File: config.mk
export PLATFORM = sky130hd
export DESIGN_NAME = decodificador_fases_motor
export DESIGN_NICKNAME = d
export VERILOG_FILES = /design/src/rtl/decodificador_fases_motor.sv
export SDC_FILE = /design/constraint.sdc
export NUM_CORES = 1
export LEC_CHECK = 0
export ABC_CLOCK_PERIOD_IN_PS = 6100
export CORE_MARGIN = 3
export CORE_UTILIZATION = 35
export CTS_CLUSTER_SIZE = 30
export DETAILED_ROUTE_END_ITERATION = 10
export GPL_TIMING_DRIVEN = 0
export PLACE_DENSITY = 0.63
export SYNTH_ARGS = -nofsm -noshare
export SYNTH_HDL_FRONTEND = slang
export SYNTH_SLANG_ARGS = --single-unit
File: constraint.sdc
create_clock -name CLK -period 6.1 [get_ports CLK]
set_clock_uncertainty 0.2 [all_clocks]
set_input_delay 0.915 -clock CLK [delete_from_list [all_inputs] [get_ports CLK]]
set_output_delay 0.915 -clock CLK [all_outputs]
set_load 0.1 [all_outputs]
File: src/rtl/decodificador_fases_motor.sv
// Stepper phase monitor: decodes the six driver lines, tracks half-step position, flags faults.
// Latency 2 cycles from line change to STEP/POSITION/flags; no backpressure, samples every cycle.
module decodificador_fases_motor #(
    parameter int POS_WIDTH   = 16,
    parameter int STALL_LIMIT = 50000
) (
    input  logic                 CLK,
    input  logic                 RESET,
    input  logic                 A,
    input  logic                 B,
    input  logic                 C,
    input  logic                 D,
    input  logic                 INH1,
    input  logic                 INH2,
    input  logic                 CLR_POS,
    input  logic                 ERR_CLR,
    output logic [2:0]           PHASE,
    output logic                 PHASE_VALID,
    output logic                 STEP,
    output logic                 DIR,
    output logic                 HALF,
    output logic [POS_WIDTH-1:0] POSITION,
    output logic                 ERR_ILLEGAL,
    output logic                 ERR_SKIP,
    output logic                 STALLED
);

    localparam int CNT_W = $clog2(STALL_LIMIT + 1);
    localparam logic [CNT_W-1:0] STALL_MAX = CNT_W'(STALL_LIMIT);

    typedef enum logic {
        ST_ACQUIRE = 1'b0,
        ST_TRACK   = 1'b1
    } state_t;

    state_t               state;
    state_t               state_n;
    logic [5:0]           pat_q;
    logic [2:0]           prev_idx;
    logic [2:0]           prev_idx_n;
    logic [CNT_W-1:0]     stall_cnt;
    logic [CNT_W-1:0]     stall_cnt_n;

    logic                 legal;
    logic [2:0]           idx;
    logic [2:0]           delta;

    logic [2:0]           phase_n;
    logic                 valid_n;
    logic                 step_n;
    logic                 dir_n;
    logic                 half_n;
    logic [POS_WIDTH-1:0] pos_add;
    logic [POS_WIDTH-1:0] pos_n;
    logic                 ill_set;
    logic                 skip_set;
    logic                 err_ill_n;
    logic                 err_skip_n;
    logic                 stalled_n;

    // Stage 1: register the raw driver lines as {A,B,C,D,INH1,INH2}
    always_ff @(posedge CLK) begin
        if (RESET) begin
            pat_q <= 6'b000000;
        end else begin
            pat_q <= {A, B, C, D, INH1, INH2};
        end
    end

    always_comb begin
        legal = 1'b1;
        idx   = 3'd0;
        case (pat_q)
            6'b010111: idx = 3'd0;
            6'b000110: idx = 3'd1;
            6'b101111: idx = 3'd2;
            6'b101010: idx = 3'd3;
            6'b101011: idx = 3'd4;
            6'b001001: idx = 3'd5;
            6'b011011: idx = 3'd6;
            6'b010010: idx = 3'd7;
            default:   legal = 1'b0;
        endcase
    end

    // 3-bit subtraction gives the forward distance modulo 8 directly
    assign delta = idx - prev_idx;

    always_comb begin
        state_n     = state;
        prev_idx_n  = prev_idx;
        stall_cnt_n = stall_cnt;
        phase_n     = PHASE;
        valid_n     = PHASE_VALID;
        step_n      = 1'b0;
        dir_n       = DIR;
        half_n      = HALF;
        pos_add     = '0;
        ill_set     = 1'b0;
        skip_set    = 1'b0;

        case (state)
            ST_ACQUIRE: begin
                stall_cnt_n = '0;
                if (legal) begin
                    prev_idx_n = idx;
                    phase_n    = idx;
                    valid_n    = 1'b1;
                    state_n    = ST_TRACK;
                end
            end
            ST_TRACK: begin
                if (!legal) begin
                    ill_set     = 1'b1;
                    valid_n     = 1'b0;
                    stall_cnt_n = '0;
                    state_n     = ST_ACQUIRE;
                end else begin
                    prev_idx_n = idx;
                    phase_n    = idx;
                    case (delta)
                        3'd1: begin
                            step_n  = 1'b1;
                            dir_n   = 1'b1;
                            half_n  = 1'b1;
                            pos_add = POS_WIDTH'(1);
                        end
                        3'd2: begin
                            step_n  = 1'b1;
                            dir_n   = 1'b1;
                            half_n  = 1'b0;
                            pos_add = POS_WIDTH'(2);
                        end
                        3'd7: begin
                            step_n  = 1'b1;
                            dir_n   = 1'b0;
                            half_n  = 1'b1;
                            pos_add = {POS_WIDTH{1'b1}};
                        end
                        3'd6: begin
                            step_n  = 1'b1;
                            dir_n   = 1'b0;
                            half_n  = 1'b0;
                            pos_add = {{(POS_WIDTH-1){1'b1}}, 1'b0};
                        end
                        3'd3, 3'd4, 3'd5: begin
                            skip_set = 1'b1;
                        end
                        default: begin
                        end
                    endcase
                    if (step_n) begin
                        stall_cnt_n = '0;
                    end else if (stall_cnt != STALL_MAX) begin
                        stall_cnt_n = stall_cnt + 1'b1;
                    end
                end
            end
            default: begin
                state_n = ST_ACQUIRE;
            end
        endcase

        // A clear request overrides any step landing in the same cycle
        pos_n      = CLR_POS ? '0 : POSITION + pos_add;
        err_ill_n  = (ERR_ILLEGAL & ~ERR_CLR) | ill_set;
        err_skip_n = (ERR_SKIP & ~ERR_CLR) | skip_set;
        stalled_n  = (stall_cnt_n == STALL_MAX);
    end

    // Stage 2: FSM state and all outputs
    always_ff @(posedge CLK) begin
        if (RESET) begin
            state       <= ST_ACQUIRE;
            prev_idx    <= 3'd0;
            stall_cnt   <= '0;
            PHASE       <= 3'd0;
            PHASE_VALID <= 1'b0;
            STEP        <= 1'b0;
            DIR         <= 1'b0;
            HALF        <= 1'b0;
            POSITION    <= '0;
            ERR_ILLEGAL <= 1'b0;
            ERR_SKIP    <= 1'b0;
            STALLED     <= 1'b0;
        end else begin
            state       <= state_n;
            prev_idx    <= prev_idx_n;
            stall_cnt   <= stall_cnt_n;
            PHASE       <= phase_n;
            PHASE_VALID <= valid_n;
            STEP        <= step_n;
            DIR         <= dir_n;
            HALF        <= half_n;
            POSITION    <= pos_n;
            ERR_ILLEGAL <= err_ill_n;
            ERR_SKIP    <= err_skip_n;
            STALLED     <= stalled_n;
        end
    end

endmodule

==> metrics <==
outcome=finished clean; CTS Sinks=49; Setup crit end kind=flip-flop; Remaining Overflow, GRT=0; IO buf count=35; Netlist cell types=52; Post-Layout Cell Count=494; core occupancy in the finished layout=44.3%; synthesized flop and latch total=49; Setup CP Type=reg2reg; Fin. Hold Viols=0; Die W=97.1 um; total wire length=6060 um; Switching Fraction=24.1%; Synth Area in Simple Gates=27.6%; Clock Tree Root=clkbuf_8; Reg2Reg Capture Point=POSITION[14]; largest net degree at the start of global routing=15; PD cells=181 mW/mm^2; Synth Net Count=380; Primary FF master, synth=dfxtp_1; FILL cells=776; Diodes inserted=0; Final ANT Viol Nets=0; drt pass-1 iters=4; Adder-Cell Fraction of Synth Area=9.57%; final net count=422; initial antenna violation count=0; crit path buf inv count=3; Reg2Reg Setup Slack=0.97 ns; final total power=633 uW; post-cts resize count=0; sequential share of power=51.5%; Post-Synthesis Cells=349; die area=0.00942 sq mm; YS warnings=0; Slew Limit Fails=0; CP top delay family=compound AO/OA/AOI/OAI gates; vias in the first global route=2337; vias after detailed routing=2504; worst-path fanout max=10; Synth Area in XOR/XNOR=7.85%; Min-Delay Path Class=reg2reg; peak supply drop=0.0000929 V; placed insts=486; slowest stage delay, CP=0.43 ns; hold_sp=ERR_SKIP; Rows=32; Setup violations, final=0; commonest non-fill, non-tap cell in the layout=dfxtp_1; switching power=152 uW; slew margin rel.=33.3%; FF-to-FF path depth=21; core area=0.00789 sq mm; area share of the largest cell type after synthesis=33.8%; layout cell share with drive strength beyond 1=4.34%; Cell Area, Synth=0.00290 sq mm; post-CTS setup buffers=0; worst-skew pair later-pin latency=0.30 ns; Worst Setup SP=pat_q[2]; RePlAce Congestion=0.788; Worst R2R Start=pat_q[2]; wire length per cell=12.3 um; die height=97.1 um; most frequent cells in the layout=dfxtp_1, nor2_1, clkdlybuf4s50_1; first-pass GRT wire length=10400 um; DR vias/cell=5.07; Storage cell area=981 sq um; largest family of logic cells by synthesized area=simple AND/OR/NAND/NOR gates; Clock Path Buffers=2; post-synthesis compound-gate area fraction=15.5%; Initial Util=36.8%; number of remaining DRC errors=0; Hold EP=ERR_SKIP; setup TNS=0 ns; gr usage total=13.0%; I/O Pins=36; Clk pwr share=39.0%; H-Tree Depth=2; RSZ-0062 raised after global routing=no; P&R area growth vs syn=20.5%; highest clock rate=195 MHz; Detailed Place HPWL=4510 um; Synth area leaders=dfxtp_1, ha_1, nor2_1, xor2_1, a21oi_1; cell count along the critical path=21; Pint=481 uW; CTS Buf Count=5; Max-Cap Viols=0; iteration-0 DRC count of the detailed router=68; Critical Path AT=5.17 ns; crit path time final=5.13 ns; Yosys top cell by area=dfxtp_1; Multi-input gate area=0.00179 sq mm; syn avg cell area=8.31 sq um; Worst Path Required=6.15 ns; CTS clk-pin slew, worst paths=0.09 ns; Seq/Total Area, Yosys=33.8%; post-synthesis mux area share=1.03%; crit start category=flip-flop; Hold Path Depth=2; Leakage=1.29 nW; actual slew at the worst max-slew pin=0.997 ns; Min Hold Slack=0.271 ns; number of flops mapped to enable cells by yosys=0; CTS tree=built; CTS Hold Buffers Added=0; Comb pwr share=9.5%; FFs w/ async S/R, synth=0%; CP cell instances=clkbuf_1, nor4b_1, a31oi_1, ha_1, fa_1, xnor2_1, a21o_1, and2_1, clkbuf_1, xor2_1, and2_1, ha_1, inv_1, fa_1, nor2b_1, o21a_1, o21ai_0, a211oi_1, o21a_1, o31ai_1, mux2i_1; crit path max-delay cell type=nor4b_1; crit share post-route=84.0%
power by group through the flow:
stage          Sequential [mW]  Clock, mW  Combinational, mW
4_1_cts                  0.326      0.254             0.0602
6_report                 0.326      0.247             0.0603
3_3_place_gp             0.333          0             0.0587
3_5_place_dp             0.333          0             0.0600
2_1_floorplan            0.343          0             0.0333
5_1_grt                  0.326      0.264             0.0658
cell usage after synthesis (4+ instances only):
cell type,number
dfxtp_1,49
nor2_1,38
a21oi_1,24
nand2_1,22
ha_1,19
nand3_1,15
o21ai_0,14
xor2_1,14
clkbuf_1,13
nor2b_1,13
nor3_1,13
xnor2_1,12
inv_1,10
a21o_1,8
nand2b_1,7
and3_1,6
or3_1,5
and2_1,4
nand3b_1,4
nor4b_1,4
o21a_1,4
state kept, by name, summed over array words and instances, names as in the netlist:
| signal | count |
|---|---|
| STALLED | 1 |
| PHASE_VALID | 1 |
| POSITION | 16 |
| STEP | 1 |
| ERR_SKIP | 1 |
| prev_idx | 3 |
| stall_cnt | 16 |
| DIR | 1 |
| HALF | 1 |
| pat_q | 6 |
| ERR_ILLEGAL | 1 |
| state | 1 |
per-layer routing:
layer  up-vias  global-route usage (%)  wire length [um]
li1       1317                       -                 -
met1      1148                    16.5              2900
met2        32                    21.8              2850
met3         7                    3.16               230
met4         0                    4.21                81
met5         -                       0                 0
how the worst max path moves through the flow:
| stage | endpoint | slack, ns |
|---|---|---|
| floorplan | POSITION[14] | 1.63 |
| global placement | POSITION[14] | 1.07 |
| detailed placement | POSITION[14] | 1.01 |
| CTS | POSITION[14] | 0.98 |
| global route | POSITION[15] | 0.56 |
| finish | POSITION[14] | 0.97 |
cells by family (layout without fill, tap and decap cells):
family,count (synthesis),count (layout)
adders and majority gates,21,21
buffers and inverters,29,72
muxes,3,3
xor gates and xnor gates,26,26
and+or+nand+nor,150,150
DFF,49,49
AOI/OAI and AO/OA,71,71
cell type report:
class / instances / share of cell area (%)
inverters: 10 / 1.07
clock buffers: 7 / 2.47
repair buffers: 35 / 10.0
flip-flops and latches: 49 / 28.1
multi-input cells: 271 / 51.1
well taps: 102 / 3.65
plain buffers: 19 / 2.76
clock inverters: 1 / 0.859
worst min-delay path, stage by stage (launching register included):
cell	delay (ns)
dfxtp_1	0.32
nand2_1	0.06
a21oi_1	0.05
metrics by stage:
stage	cell area, sq um	setup slack, ns
6_report	3500	0.973
2_1_floorplan	2900	1.63
3_3_place_gp	3380	1.07
5_1_grt	3500	0.563
4_1_cts	3500	0.983
3_5_place_dp	3380	1.01
Note: power is estimated with default switching activity, not from simulation.
